[src/rtl/spi_pkg.sv]
// Shared definitions for the SPI transaction arbiter: FSM state encoding and parameter defaults.
// Latency: n/a (types and constants only).
// Backpressure: n/a.
package spi_pkg;

    // Arbiter FSM states
    typedef enum logic [1:0] {
        IDLE     = 2'd0,
        ISSUE    = 2'd1,
        WAIT_RSP = 2'd2
    } arb_state_t;

    // Default command/response word width
    localparam int SPI_DATA_W = 32;

    // Default response watchdog limit in cycles
    localparam int SPI_TIMEOUT_CYCLES = 1024;

endpackage : spi_pkg

[src/rtl/rr_picker.sv]
// Round-robin selector: returns the first set request at or after ptr, wrapping modulo N.
// Latency: purely combinational.
// Backpressure: none; the caller decides when to act on idx/any.
module rr_picker #(
    parameter int N     = 3,
    parameter int IDX_W = $clog2(N)
) (
    input  logic [N-1:0]     req,
    input  logic [IDX_W-1:0] ptr,
    output logic [IDX_W-1:0] idx,
    output logic             any
);

    // Scan offsets from farthest to nearest so the entry closest to ptr wins
    always_comb begin
        int j;
        j   = 0;
        idx = '0;
        any = |req;
        for (int k = N - 1; k >= 0; k--) begin
            j = int'(ptr) + k;
            if (j >= N) begin
                j = j - N;
            end
            if (req[j]) begin
                idx = IDX_W'(j);
            end
        end
    end

endmodule : rr_picker

[src/rtl/spi_txn_arbiter.sv]
// Round-robin arbiter sharing one SPI controller; grant stays locked across a multi-word transaction.
// Latency: 1 cycle to arbitrate, command passes through combinationally, response registered (+1 cycle).
// Backpressure: req_ready of the owner mirrors cmd_ready; one word outstanding; optional watchdog via SPI_ARB_TIMEOUT_EN.
module spi_txn_arbiter
    import spi_pkg::*;
#(
    parameter int NUM_REQ        = 3,
    parameter int DATA_W         = SPI_DATA_W,
    parameter int TIMEOUT_CYCLES = SPI_TIMEOUT_CYCLES
) (
    input  logic                       sys_clk,
    input  logic                       rst,
    input  logic [NUM_REQ-1:0]         req_valid,
    input  logic [NUM_REQ-1:0]         req_last,
    input  logic [NUM_REQ*DATA_W-1:0]  req_data,
    output logic [NUM_REQ-1:0]         req_ready,
    output logic [NUM_REQ-1:0]         rsp_valid,
    output logic [DATA_W-1:0]          rsp_data,
    output logic                       rsp_err,
    output logic                       cmd_valid,
    input  logic                       cmd_ready,
    output logic [DATA_W-1:0]          cmd_data,
    output logic                       cmd_last,
    input  logic                       eng_rsp_valid,
    input  logic [DATA_W-1:0]          eng_rsp_data,
    output logic [$clog2(NUM_REQ)-1:0] grant_id,
    output logic                       busy
);

    localparam int IDX_W = $clog2(NUM_REQ);

    arb_state_t         state;
    arb_state_t         state_next;
    logic [IDX_W-1:0]   rr_ptr;
    logic [IDX_W-1:0]   rr_ptr_next;
    logic               last_q;
    logic [IDX_W-1:0]   pick_idx;
    logic               pick_any;
    logic [NUM_REQ-1:0] grant_onehot;
    logic               take_grant;
    logic               accept;
    logic               rsp_fire;
    logic               xfer_done;
    logic               timeout_hit;

    rr_picker #(
        .N     (NUM_REQ),
        .IDX_W (IDX_W)
    ) u_rr_picker (
        .req (req_valid),
        .ptr (rr_ptr),
        .idx (pick_idx),
        .any (pick_any)
    );

    assign busy = (state != IDLE);

    // One-hot of the current owner, used to steer the response strobe
    always_comb begin
        grant_onehot           = '0;
        grant_onehot[grant_id] = 1'b1;
    end

    // Next round starts just past the owner that finished, so it gets lowest priority
    always_comb begin
        if (grant_id == IDX_W'(NUM_REQ - 1)) begin
            rr_ptr_next = '0;
        end else begin
            rr_ptr_next = grant_id + IDX_W'(1);
        end
    end

    // FSM state register
    always_ff @(posedge sys_clk) begin
        if (rst) begin
            state <= IDLE;
        end else begin
            state <= state_next;
        end
    end

    // FSM next-state and command-side outputs
    always_comb begin
        state_next = state;
        cmd_valid  = 1'b0;
        cmd_data   = '0;
        cmd_last   = 1'b0;
        req_ready  = '0;
        take_grant = 1'b0;
        accept     = 1'b0;
        rsp_fire   = 1'b0;
        xfer_done  = 1'b0;
        case (state)
            IDLE: begin
                if (pick_any) begin
                    take_grant = 1'b1;
                    state_next = ISSUE;
                end
            end
            ISSUE: begin
                // Grant stays with the owner even while it has nothing to offer
                cmd_valid           = req_valid[grant_id];
                cmd_data            = req_data[int'(grant_id) * DATA_W +: DATA_W];
                cmd_last            = req_last[grant_id];
                req_ready[grant_id] = cmd_ready;
                if (cmd_valid && cmd_ready) begin
                    accept     = 1'b1;
                    state_next = WAIT_RSP;
                end
            end
            WAIT_RSP: begin
                if (eng_rsp_valid) begin
                    rsp_fire = 1'b1;
                    if (last_q) begin
                        xfer_done  = 1'b1;
                        state_next = IDLE;
                    end else begin
                        state_next = ISSUE;
                    end
                end else if (timeout_hit) begin
                    // Abort drops the remainder of the transaction
                    xfer_done  = 1'b1;
                    state_next = IDLE;
                end
            end
            default: begin
                state_next = IDLE;
            end
        endcase
    end

    // Grant, round-robin pointer, last-word flag and registered response
    always_ff @(posedge sys_clk) begin
        if (rst) begin
            grant_id  <= '0;
            rr_ptr    <= '0;
            last_q    <= 1'b0;
            rsp_valid <= '0;
            rsp_data  <= '0;
        end else begin
            rsp_valid <= '0;
            if (take_grant) begin
                grant_id <= pick_idx;
            end
            if (accept) begin
                last_q <= req_last[grant_id];
            end
            if (rsp_fire) begin
                rsp_valid <= grant_onehot;
                rsp_data  <= eng_rsp_data;
            end else if (timeout_hit) begin
                rsp_valid <= grant_onehot;
                rsp_data  <= '0;
            end
            if (xfer_done) begin
                rr_ptr <= rr_ptr_next;
            end
        end
    end

`ifdef SPI_ARB_TIMEOUT_EN
    localparam int CNT_W = $clog2(TIMEOUT_CYCLES + 1);

    logic [CNT_W-1:0] to_cnt;
    logic             rsp_err_q;

    // A real response in the final watchdog cycle takes precedence over the abort
    assign timeout_hit = (state == WAIT_RSP) && !eng_rsp_valid &&
                         (to_cnt == CNT_W'(TIMEOUT_CYCLES - 1));
    assign rsp_err     = rsp_err_q;

    // Watchdog counts cycles spent in WAIT_RSP, zero on entry
    always_ff @(posedge sys_clk) begin
        if (rst || (state != WAIT_RSP)) begin
            to_cnt <= '0;
        end else begin
            to_cnt <= to_cnt + CNT_W'(1);
        end
    end

    // Error flag travels with the registered response strobe
    always_ff @(posedge sys_clk) begin
        if (rst) begin
            rsp_err_q <= 1'b0;
        end else begin
            rsp_err_q <= timeout_hit;
        end
    end
`else
    assign timeout_hit = 1'b0;
    assign rsp_err     = 1'b0;

    // Without the watchdog the limit only matters for a degenerate setting
    if (TIMEOUT_CYCLES < 1) begin : g_no_timeout_limit
    end
`endif

endmodule : spi_txn_arbiter

[config.mk]
export PLATFORM = sky130hd
export DESIGN_NAME = spi_txn_arbiter
export DESIGN_NICKNAME = d
export VERILOG_FILES = /design/src/rtl/spi_pkg.sv /design/src/rtl/rr_picker.sv /design/src/rtl/spi_txn_arbiter.sv
export SDC_FILE = /design/constraint.sdc
export NUM_CORES = 1
export LEC_CHECK = 0
export BUFFER_PORTS_ARGS = -buffer_cell sky130_fd_sc_hd__buf_2
export CORE_MARGIN = 2
export CORE_UTILIZATION = 39
export CTS_CLUSTER_DIAMETER = 80
export DETAILED_ROUTE_END_ITERATION = 8
export PLACE_DENSITY = 0.81
export SYNTH_ARGS = -nofsm -noshare
export SYNTH_HDL_FRONTEND = slang
export SYNTH_SLANG_ARGS = --single-unit
[constraint.sdc]
create_clock -name sys_clk -period 1.6 [get_ports sys_clk]
set_input_delay 0.24 -clock sys_clk [delete_from_list [all_inputs] [get_ports sys_clk]]
set_output_delay 0.24 -clock sys_clk [all_outputs]
set_load 0.01 [all_outputs]
# Yosys cells after proc, flatten, opt, wreduce, memory -nomap -nowiden
# Cells that the tools add are included.
[word_totals] register_bits=42 latch_bits=0 ram_bits=0 mem_bits_ro=0 inputBits=138 output_inout_bits=76 word_cells=76 memories=0
[classes] n_addsub=6 n_mul=0 div_mod_pow=0 order_cmp=8 n_eq_ne=6 shifts=1 n_mux=40 n_bitwise=2 reduce_logical=7
[op_table] cell="$mux W32" count=4
[op_table] cell="$lt A32 B4 Y1 const B" count=3
[op_table] cell="$shiftx A96 B8 Y32" count=1
[op_table] cell="$ge A32 B3 Y1 const B" count=2
[op_table] cell="$sub A32 B3 Y32 const B" count=2
[op_table] cell="$mux W1" count=21
[op_table] cell="$mux W2" count=7
[op_table] cell="$bmux W1 S2" count=5
[op_table] cell="$ne A2 B2 Y1 const B" count=3
[op_table] cell="$pmux W2 S3" count=1
[op_table] cell="$eq A2 B2 Y1 const B" count=2
[op_table] cell="$add A2 B1 Y3 const B" count=1
[op_table] cell="$add A2 B2 Y3 const B" count=1
[op_table] cell="$and A3 B3 Y3" count=1
[op_table] cell="$lt A2 B3 Y1 const B" count=1
[op_table] cell="$mux W3" count=1
[op_table] cell="$reduce_and A3 Y1" count=1
[op_table] cell="$reduce_or A3 Y1" count=1
[op_table] cell="$sub A2 B2 Y3 const B" count=1
[op_table] cell="$add A2 B1 Y2 const B" count=1
[op_table] cell="$demux W1 S2" count=1
[op_table] cell="$eq A2 B1 Y1 const B" count=1
[op_table] cell="$ge A2 B1 Y1 const B" count=1
[op_table] cell="$ge A2 B2 Y1 const B" count=1
[op_table] cell="other kinds (5)" count=6

# Depth between registers and ports, before layout
# Gate-level depths: netlist (run 1).
[depth] depth_word=9 depth_mapped=7 ltp_nobuf=6

# Cells and area by module
# Synthesis (run 1) repeated with hierarchy kept, for this count alone.
[hier_totals] cells_unflattened=361 area_unflattened_um2=2528.7
[by_module_without_submodules] mod="spi_txn_arbiter" instances=1 cells_each=341 area_each_um2=2378.5 seq_area_each_um2=840.8
[by_module_without_submodules] mod="rr_picker" instances=1 cells_each=20 area_each_um2=150.1 seq_area_each_um2=0.0

# Worst setup path before layout (run 1)
# No wires, ideal clock.
[synth_path] kind="register -> output" start="reg grant_id[0]" end="out cmd_data[20]" arrival_ns=1.272 t_required_ns=1.360 path_slack_ns=0.088 stages_incl_launch_ff=8 path_buffers=3 path_cell_list="dfxtp_1 -> buf_4 -> buf_6 -> buf_4 -> mux2i_1 -> nor2_1 -> a21oi_1 -> nor2_1"
[synth_via] elab_chain_len=2
[synth_lines] item="from (decl)" line="spi_txn_arbiter.sv:26" rtl="output logic [$clog2(NUM_REQ)-1:0] grant_id,"
[synth_lines] item="from (signal assigned)" line="spi_txn_arbiter.sv:143" rtl="grant_id <= pick_idx;"
[synth_lines] item="$shiftx A96 B8 Y32" line="spi_txn_arbiter.sv:103" rtl="cmd_data = req_data[int'(grant_id) * DATA_W +: DATA_W];"
[synth_lines] item="$mux W32" line="spi_txn_arbiter.sv:93" rtl="case (state)"
[synth_lines] item="to (decl)" line="spi_txn_arbiter.sv:22" rtl="output logic [DATA_W-1:0] cmd_data,"
# Every way passes these cells.

# Worst setup path after layout (run 1)
[layout_path] start="reg grant_id[0]" end="out cmd_data[24]"
# Same word-level chain as after synthesis.

==> results by group, run 1 <==
STA
  • Fin crit period: 1.76 ns
  • Final slew viol count: 0
  • Hold WS: approximately 0.17 ns
  • Hold Fails Final Rpt: 0
  • Clock Skew: 0.00319 ns
  • Maximum clock frequency: 0.567 GHz
  • Final Cycle Share: 110%
  • Final setup vio count: 35
  • Fin worst setup slack: -0.163 ns
  • Unrepaired setup endpoints after global routing: true

Setup path
  • Cells on worst reg2reg path: 5
  • Critical path depth: 6
  • Critical Path End: cmd_data[24]
  • CP Cell Sequence: buf_12 -> nor2b_4 -> buf_12 -> a21oi_1 -> nor2_1 -> buf_2
  • CP peak stage delay: ~0.4 ns
  • CP top delay family: buffers and inverters
  • Worst Path Max Fanout: 23
  • Required @ worst endpoint: ~1.4 ns
  • R2R Path Start: rr_ptr[0]
  • Worst EP arrival: approximately 1.5 ns
  • Crit. End Element: primary output
  • Most frequent CP cell: buf_12
  • CP max stage cell: dfxtp_4
  • Crit Path Class: flop to primary output
  • Worst Path Buf+Inv: 3
  • Startpoint class of the critical path: flop
  • Reg-to-reg endpoint: grant_id[1]
  • FF-to-FF setup slack: about 0.07 ns
  • Crit path from: grant_id[0]

GRT
  • Vias in the first global route: between 3000 and 4000
  • Pin count of the biggest net entering global routing: 34
  • Congestion Overflow GR: 0
  • Total track usage: between 20% and 30%
  • Initial antenna violation count: 1
  • First-pass GRT wire length: roughly 15 mm

Drt
  • DRT Pass-1 Iters: 4
  • DRT Wirelength: ~9.4 mm
  • Routed len/inst: roughly 14 µm
  • Vias post-DR: 3309
  • # DRC: 0
  • Number of nets still failing antenna checks after routing: 0
  • Drt via density: approximately 5.0
  • Initial drt markers: about 140

Pwr
  • Total power: around 3500 µW
  • Sequential power share: around a third
  • Total internal power: between 2000 and 2500 µW
  • Logic pwr share: approximately 47%
  • Clock power share: roughly a fifth
  • P per Cell Area: 850 mW/mm²
  • Leakage power: around 0.0020 µW
  • Peak supply drop: between 0.5 and 0.6 mV
  • Switching Share: between 30% and 40%
  • Net switching power: about 1200 µW

Final layout
  • Fin util: around 64%
  • Footprint of the multi-input gates: ~0.0016 mm²
  • Commonest non-fill, non-tap cells in the layout: buf_2, nor2_1, nand2_1
  • Final-stage net count: roughly 700
  • Share of cells above drive strength 1: 45.9%
  • Commonest non-fill, non-tap cell in the layout: buf_2
  • FF/Latch Area: approximately 850 µm²
  • Diode count: 0
  • Syn-to-layout area delta: 59.1%
  • Filler cells: between 500 and 600

Outcome
  • Status: finished with violations
  • Failing checks: negative setup slack

Place
  • Post-DP HPWL: between 6 and 7 mm
  • Place WS: ~0.036 ns
  • Final GP Congestion: a little over 0.9
  • Port bufs: 212

CTS
  • Clock transition at the registers of the reported paths: ~0.080 ns
  • Clk sinks: 42
  • CTS tree: built
  • Post-CTS Hold Buffers: 0
  • Clk buf depth: 2
  • Clock Latency Late Sink: ~0.29 ns
  • CTS Buf Count: 5
  • Clock Root Buffer: clkbuf_8
  • H-Tree Depth: 2

Floorplan
  • Placeable Area: about 0.0063 mm²
  • Rows: 29
  • Die width: about 85 µm
  • I/O pins: 214
  • Initial Utilization: 40.3%
  • Die Y: 85.0 µm
  • Die area: approximately 0.0072 mm²

Synth
  • Netlist Area Pre-Place: about 0.0026 mm²
  • Warnings from Yosys: 0
  • Syn nets: roughly 510
  • Share of the synthesized area in the top cell type: between 30% and 40%
  • Post-Syn Instances: 366
  • Sequential area share after synthesis: 32.9%
  • Top post-synthesis cells by area: dfxtp_1, a21oi_1, mux2i_1
  • Post-synth top area cell: dfxtp_1
  • Synth cell types: 37
  • Syn_area_per_cell: 6.99 µm²
  • #FFs+latches synth: between 40 and 50

Run
  • Max Cap Viol: 0

Hold path
  • HP Class: input pin to flop
## stage by stage
step	setup TNS, ns	cell area (µm²)	instances
2_1_floorplan	0	2560	366
3_3_place_gp	0	3730	639
3_5_place_dp	0	3730	639
4_1_cts	-3.51	3910	651
5_1_grt	-6.97	4070	657
6_report	-3.83	4070	657
## synthesized netlist by cell type (all sizes together)
cell and number:
nor4b 1, a211oi 1, dfxtp 42, a21oi 70, nand2b 4, a311oi 2, o21ai 2, and2 2
conb 1, nor4 1, or3 2, nor2 73, inv 3, clkbuf 11, o31ai 1, nand3 1
ha 3, buf 20, nor3 4, o2bb2ai 1, o221ai 1, and3b 1, a31oi 1, nand3b 4
mux2i 34, nor2b 3, or2 1, a211o 2, a21o 1, nor3b 1, nand2 72
## what timing repair did
item,in CTS,in global routing
resized for setup,7,26
endpoints found under the setup margin,35,38
cloned,2,0
buffers inserted,2,6
pin swaps,1,7
## per-layer routing
| metal | wire, µm | track usage (%) |
|---|---|---|
| met2 | 4610 | 39.6 |
| met3 | 692 | 5.45 |
| met5 | 7 | 0 |
| met4 | 227 | 9.24 |
| met1 | 3900 | 31.4 |
## final cells by class
type,instances,area share (%)
tap,77,2.37
multi-input combinational,290,39.8
clock buffer,7,2.12
inverter,3,0.277
clock inverter,1,0.123
timing repair buffer,237,34.4
sequential,42,20.9
## registers in the layout, summed over array words and instances, names as in the netlist
register   count
state          2
last_q         1
rsp_data      32
rsp_valid      3
rr_ptr         2
grant_id       2
## worst min-delay path: cells and delay by family
| kind | cells | cell delay, ns |
|---|---|---|
| buf+inv | 1 | 0.09 |
| simple gates | 1 | 0.04 |
| compound gates | 1 | 0.05 |
## logic make-up after synthesis
kind of cell / synth area share (%)
DFF: 32.9
adders and majority gates: 1.47
AOI/OAI and AO/OA: 17.3
other: 0.147
and+or+nand+nor: 28.0
buffers and inverters: 6.95
muxes: 13.3
## how the worst min path moves through the flow
stage	cells past startpoint	start	slack [ns]	to
4_1_cts	3	eng_rsp_data[28]	0.17	rsp_data[28]
3_5_place_dp	2	rsp_data[19]	0.44	rsp_data[19]
6_report	3	eng_rsp_data[30]	0.17	rsp_data[30]
3_3_place_gp	2	rsp_data[26]	0.44	rsp_data[26]
5_1_grt	3	eng_rsp_data[29]	0.17	rsp_data[29]
2_1_floorplan	2	eng_rsp_data[0]	0.38	rsp_data[0]
## power groups by stage
stage	sequential [µW]	clock [µW]	combinational, µW
after floorplan	1140	0	821
after global placement	1140	0	1360
after detailed placement	1140	0	1380
after CTS	1130	723	1480
after global routing	1140	775	1760
final	1130	713	1610
Power figures use the tool's default switching activity.
==> run 2: changes to the inputs <==
--- a/config.mk
+++ b/config.mk
@@ -5,12 +5,13 @@
 export SDC_FILE = /design/constraint.sdc
 export NUM_CORES = 1
 export LEC_CHECK = 0
+export ABC_AREA = 1
 export BUFFER_PORTS_ARGS = -buffer_cell sky130_fd_sc_hd__buf_2
 export CORE_MARGIN = 2
 export CORE_UTILIZATION = 39
 export CTS_CLUSTER_DIAMETER = 80
 export DETAILED_ROUTE_END_ITERATION = 8
-export PLACE_DENSITY = 0.81
+export PLACE_DENSITY = 0.8
 export SYNTH_ARGS = -nofsm -noshare
 export SYNTH_HDL_FRONTEND = slang
 export SYNTH_SLANG_ARGS = --single-unit
==> run 2 against run 1 <==
  * The run still ends with negative setup slack left
  * First-iteration DRC count up 17%
  * Worst hold slack worse by 0.013 ns
  * Count of clock-buffer cells in the layout fell by 2
  * Die area up 2.5%
  * Critical path depth increased by 2
  * Synthesized cell count is 24% higher
  * Sequential power hardly changed
  * Combinational power shrank 28%
  * Register-to-register slack improved by 0.15 ns
  * Core utilization decreased by 1.4 points
  * Via count rose by 6.1%
  * Critical endpoint is now cmd_data[25]
  * Largest cell class unchanged
  * Highest routed layer is now met4
==> results by group, run 2 <==
STA
  • Final setup vio count: 34 (was 35)
  • Unrepaired setup endpoints after global routing: true (unchanged)
  • Slew Limit Headroom: 60.3%
  • Clock Skew: 0.00644 ns (was 0.00319 ns)
  • Maximum clock frequency: 0.600 GHz (was 0.567 GHz)
  • Worst slew pin tran: 0.595 ns
  • Fin crit period: 1.67 ns (was 1.76 ns)
  • Setup_tns: -1.59 ns (was -3.83 ns)
  • Final slew viol count: 0 (unchanged)
  • Fin worst setup slack: -0.0678 ns (was -0.163 ns)
  • Final Cycle Share: 104% (was 110%)
  • Hold Fails Final Rpt: 0 (unchanged)

Setup path
  • CP top delay family: buffers and inverters (unchanged)
  • CP Cell Sequence: inv_2 -> nor2_4 -> buf_12 -> nand2_1 -> nand3_1 -> nand2_1 -> inv_1 -> buf_2 (was buf_12 -> nor2b_4 -> buf_12 -> a21oi_1 -> nor2_1 -> buf_2)
  • Crit. End Element: primary output (unchanged)
  • Worst Path Buf+Inv: 4 (was 3)
  • CP max stage cell: dfxtp_4 (unchanged)
  • CP peak stage delay: 0.40 ns (about the same)
  • Crit Path Class: flop to primary output (unchanged)
  • Required @ worst endpoint: 1.36 ns (about the same)
  • Worst Path Max Fanout: 26 (was 23)
  • FF-to-FF setup slack: 0.22 ns (was 0.07 ns)
  • Worst EP arrival: 1.43 ns (was 1.52 ns)
  • Most frequent CP cell: nand2_1 (was buf_12)
  • Startpoint class of the critical path: flop (unchanged)

GRT
  • Vias in the first global route: 3179 (was 3142)
  • First-pass GRT wire length: 14.0 mm (was 14.5 mm)
  • Pin count of the biggest net entering global routing: 36 (was 34)
  • Initial antenna violation count: 0 (was 1)
  • Congestion Overflow GR: 0 (unchanged)
  • Total track usage: 23.1% (was 24.3%)

Final layout
  • Diode count: 0 (unchanged)
  • Commonest non-fill, non-tap cell in the layout: buf_2 (unchanged)
  • FF/Latch Area: 848 µm² (was 850 µm²)
  • Share of cells above drive strength 1: 38.9% (was 45.9%)
  • Final-stage net count: 805 (was 720)
  • Most flops, register: rsp_data (unchanged)
  • Footprint of the multi-input gates: 0.00147 mm² (was 0.00162 mm²)
  • Syn-to-layout area delta: 53.3% (was 59.1%)
  • Post-layout instance area: 0.00403 mm² (was 0.00407 mm²)
  • Commonest non-fill, non-tap cells in the layout: buf_2, nand2_1, nor2_1 (was buf_2, nor2_1, nand2_1)
  • Filler cells: 616 (was 553)
  • Flip-flop count of the largest register after layout: 32 (unchanged)
  • Biggest regs: rsp_data: 32 flops, rsp_valid: 3 flops (unchanged)

Drt
  • Vias post-DR: 3512 (was 3309)
  • DRT Pass-1 Iters: 5 (was 4)
  • Drt via density: 4.73 (was 5.04)
  • Number of nets still failing antenna checks after routing: 0 (unchanged)
  • Routed len/inst: 12.3 µm (was 14.4 µm)
  • DRT Wirelength: 9.10 mm (was 9.44 mm)
  • Initial drt markers: 163 (was 139)
  • # DRC: 0 (unchanged)

CTS
  • Clock transition at the registers of the reported paths: 0.09 ns (was 0.08 ns)
  • Clk sinks: 42 (unchanged)
  • H-Tree Depth: 2 (unchanged)
  • Clock Latency Late Sink: 0.30 ns (was 0.29 ns)
  • CTS Buf Count: 5 (unchanged)
  • Clock Root Buffer: clkbuf_8 (unchanged)
  • CTS tree: built (unchanged)
  • Clk buf depth: 2 (unchanged)
  • Post-CTS setup buffers: 0 (was 2)

Synth
  • Top_reg_cell synth: dfxtp_1 (unchanged)
  • Netlist Area Pre-Place: 0.00263 mm² (was 0.00256 mm²)
  • Syn_area_per_cell: 5.78 µm² (was 6.99 µm²)
  • Most frequent cells after synthesis: nand2_1, nor2_1, inv_1 (was nor2_1, nand2_1, a21oi_1)
  • Post-synth top area cell: dfxtp_1 (unchanged)
  • Asr flop ratio synth: 0% (unchanged)
  • Cell with the most instances after synthesis: nand2_1 (was nor2_1)
  • Top post-synthesis cells by area: dfxtp_1, nand2_1, nor2_1 (was dfxtp_1, a21oi_1, mux2i_1)
  • Synth cell types: 23 (was 37)
  • Warnings from Yosys: 0 (unchanged)
  • #FFs+latches synth: 42 (unchanged)
  • Post-synth EDFFs: 0 (unchanged)
  • Post-Syn Instances: 454 (was 366)
  • Syn nets: 595 (was 507)
  • Sequential area share after synthesis: 32.0% (was 32.9%)
  • Share of the synthesized area in the top cell type: 32.0% (was 32.9%)

Floorplan
  • Rows: 29 (unchanged)
  • Placeable Area: 0.00642 mm² (was 0.00635 mm²)
  • Die width: 86.0 µm (was 85.0 µm)
  • Die Y: 86.0 µm (was 85.0 µm)
  • Initial Utilization: 40.9% (was 40.3%)
  • Die area: 0.00740 mm² (was 0.00722 mm²)
  • I/O pins: 214 (unchanged)

Outcome
  • Failing checks: negative setup slack (unchanged)
  • Status: finished with violations (unchanged)

Place
  • Post-DP HPWL: 7.28 mm (was 7.00 mm)
  • Post-DP Area: 0.00378 mm² (was 0.00373 mm²)
  • Port bufs: 212 (unchanged)
  • Final GP Congestion: 0.935 (was 0.911)
  • Place WS: 0.0912 ns (was 0.0362 ns)

Pwr
  • Leakage power: 0.00252 µW (was 0.00200 µW)
  • P per Cell Area: 774 mW/mm² (was 850 mW/mm²)
  • Total power: 3120 µW (was 3460 µW)
  • Peak supply drop: 0.641 mV (was 0.526 mV)

Run
  • Max Cap Viol: 0 (unchanged)

Hold path
  • HP Class: input pin to flop (unchanged)
[run 2: repair_timing]
action,4_1_cts,5_1_grt
pin swaps,0,1
setup endpoints to repair,36,37
cloned,0,0
hold buffers,0,0
resized for setup,14,22
[run 2: cell type report]
| type | count | share of cell area [%] |
|---|---|---|
| timing repair buffer | 225 | 31.7 |
| tap | 77 | 2.39 |
| inverter | 58 | 5.47 |
| sequential | 42 | 21.1 |
| clock inverter | 3 | 1.09 |
| multi-input combinational | 332 | 36.6 |
| clock buffer | 5 | 1.71 |
[run 2: through the flow]
stage,hold slack [ns],utilization [%],std cells
2_1_floorplan,0.309,-,454
3_3_place_gp,0.461,58.9,734
3_5_place_dp,0.467,58.9,734
4_1_cts,0.155,61.3,742
5_1_grt,0.163,62.7,742
6_report,0.160,62.7,742
[run 2: worst paths after layout]
| check | from | end | cells past startpoint |
|---|---|---|---|
| setup / recovery | grant_id[0] | cmd_data[25] | 8 |
| hold / removal | eng_rsp_data[9] | rsp_data[9] | 3 |
| setup reg to reg | rr_ptr[0] | grant_id[0] | 9 |
| hold reg to reg | rsp_data[14] | rsp_data[14] | 2 |
[run 2: worst min-delay path, cell delays in order]
cell and delay [ns]:
buf_2 0.08, nor2_1 0.03, nor2_1 0.08
[run 2: kinds of logic after synthesis]
logic type | Yosys count | share of synthesized area, %
DFF | 42 | 32.0
AOI/OAI and AO/OA | 52 | 9.91
buffers and inverters | 80 | 13.3
adders and majority gates | 3 | 1.43
and+or+nand+nor | 276 | 43.1
other | 1 | 0.143
[run 2: per-layer routing]
| metal | GRT usage (%) | part of all wire [%] | up-vias | wire length (µm) |
|---|---|---|---|---|
| li1 | - | - | 1802 | - |
| met2 | 41.8 | 50 | 169 | 4540 |
| met5 | 0 | 0 | - | 0 |
| met4 | 8.80 | 3.0 | 0 | 269 |
| met3 | 6.74 | 9.9 | 20 | 901 |
| met1 | 25.3 | 37 | 1521 | 3390 |
[run 2: report_power, final]
group          switching (µW)  internal [µW]  total, µW  leakage (µW)
combinational             631            529       1160       0.00212
clock                     381            468        848     0.0000585
sequential               29.4           1080       1110      0.000341
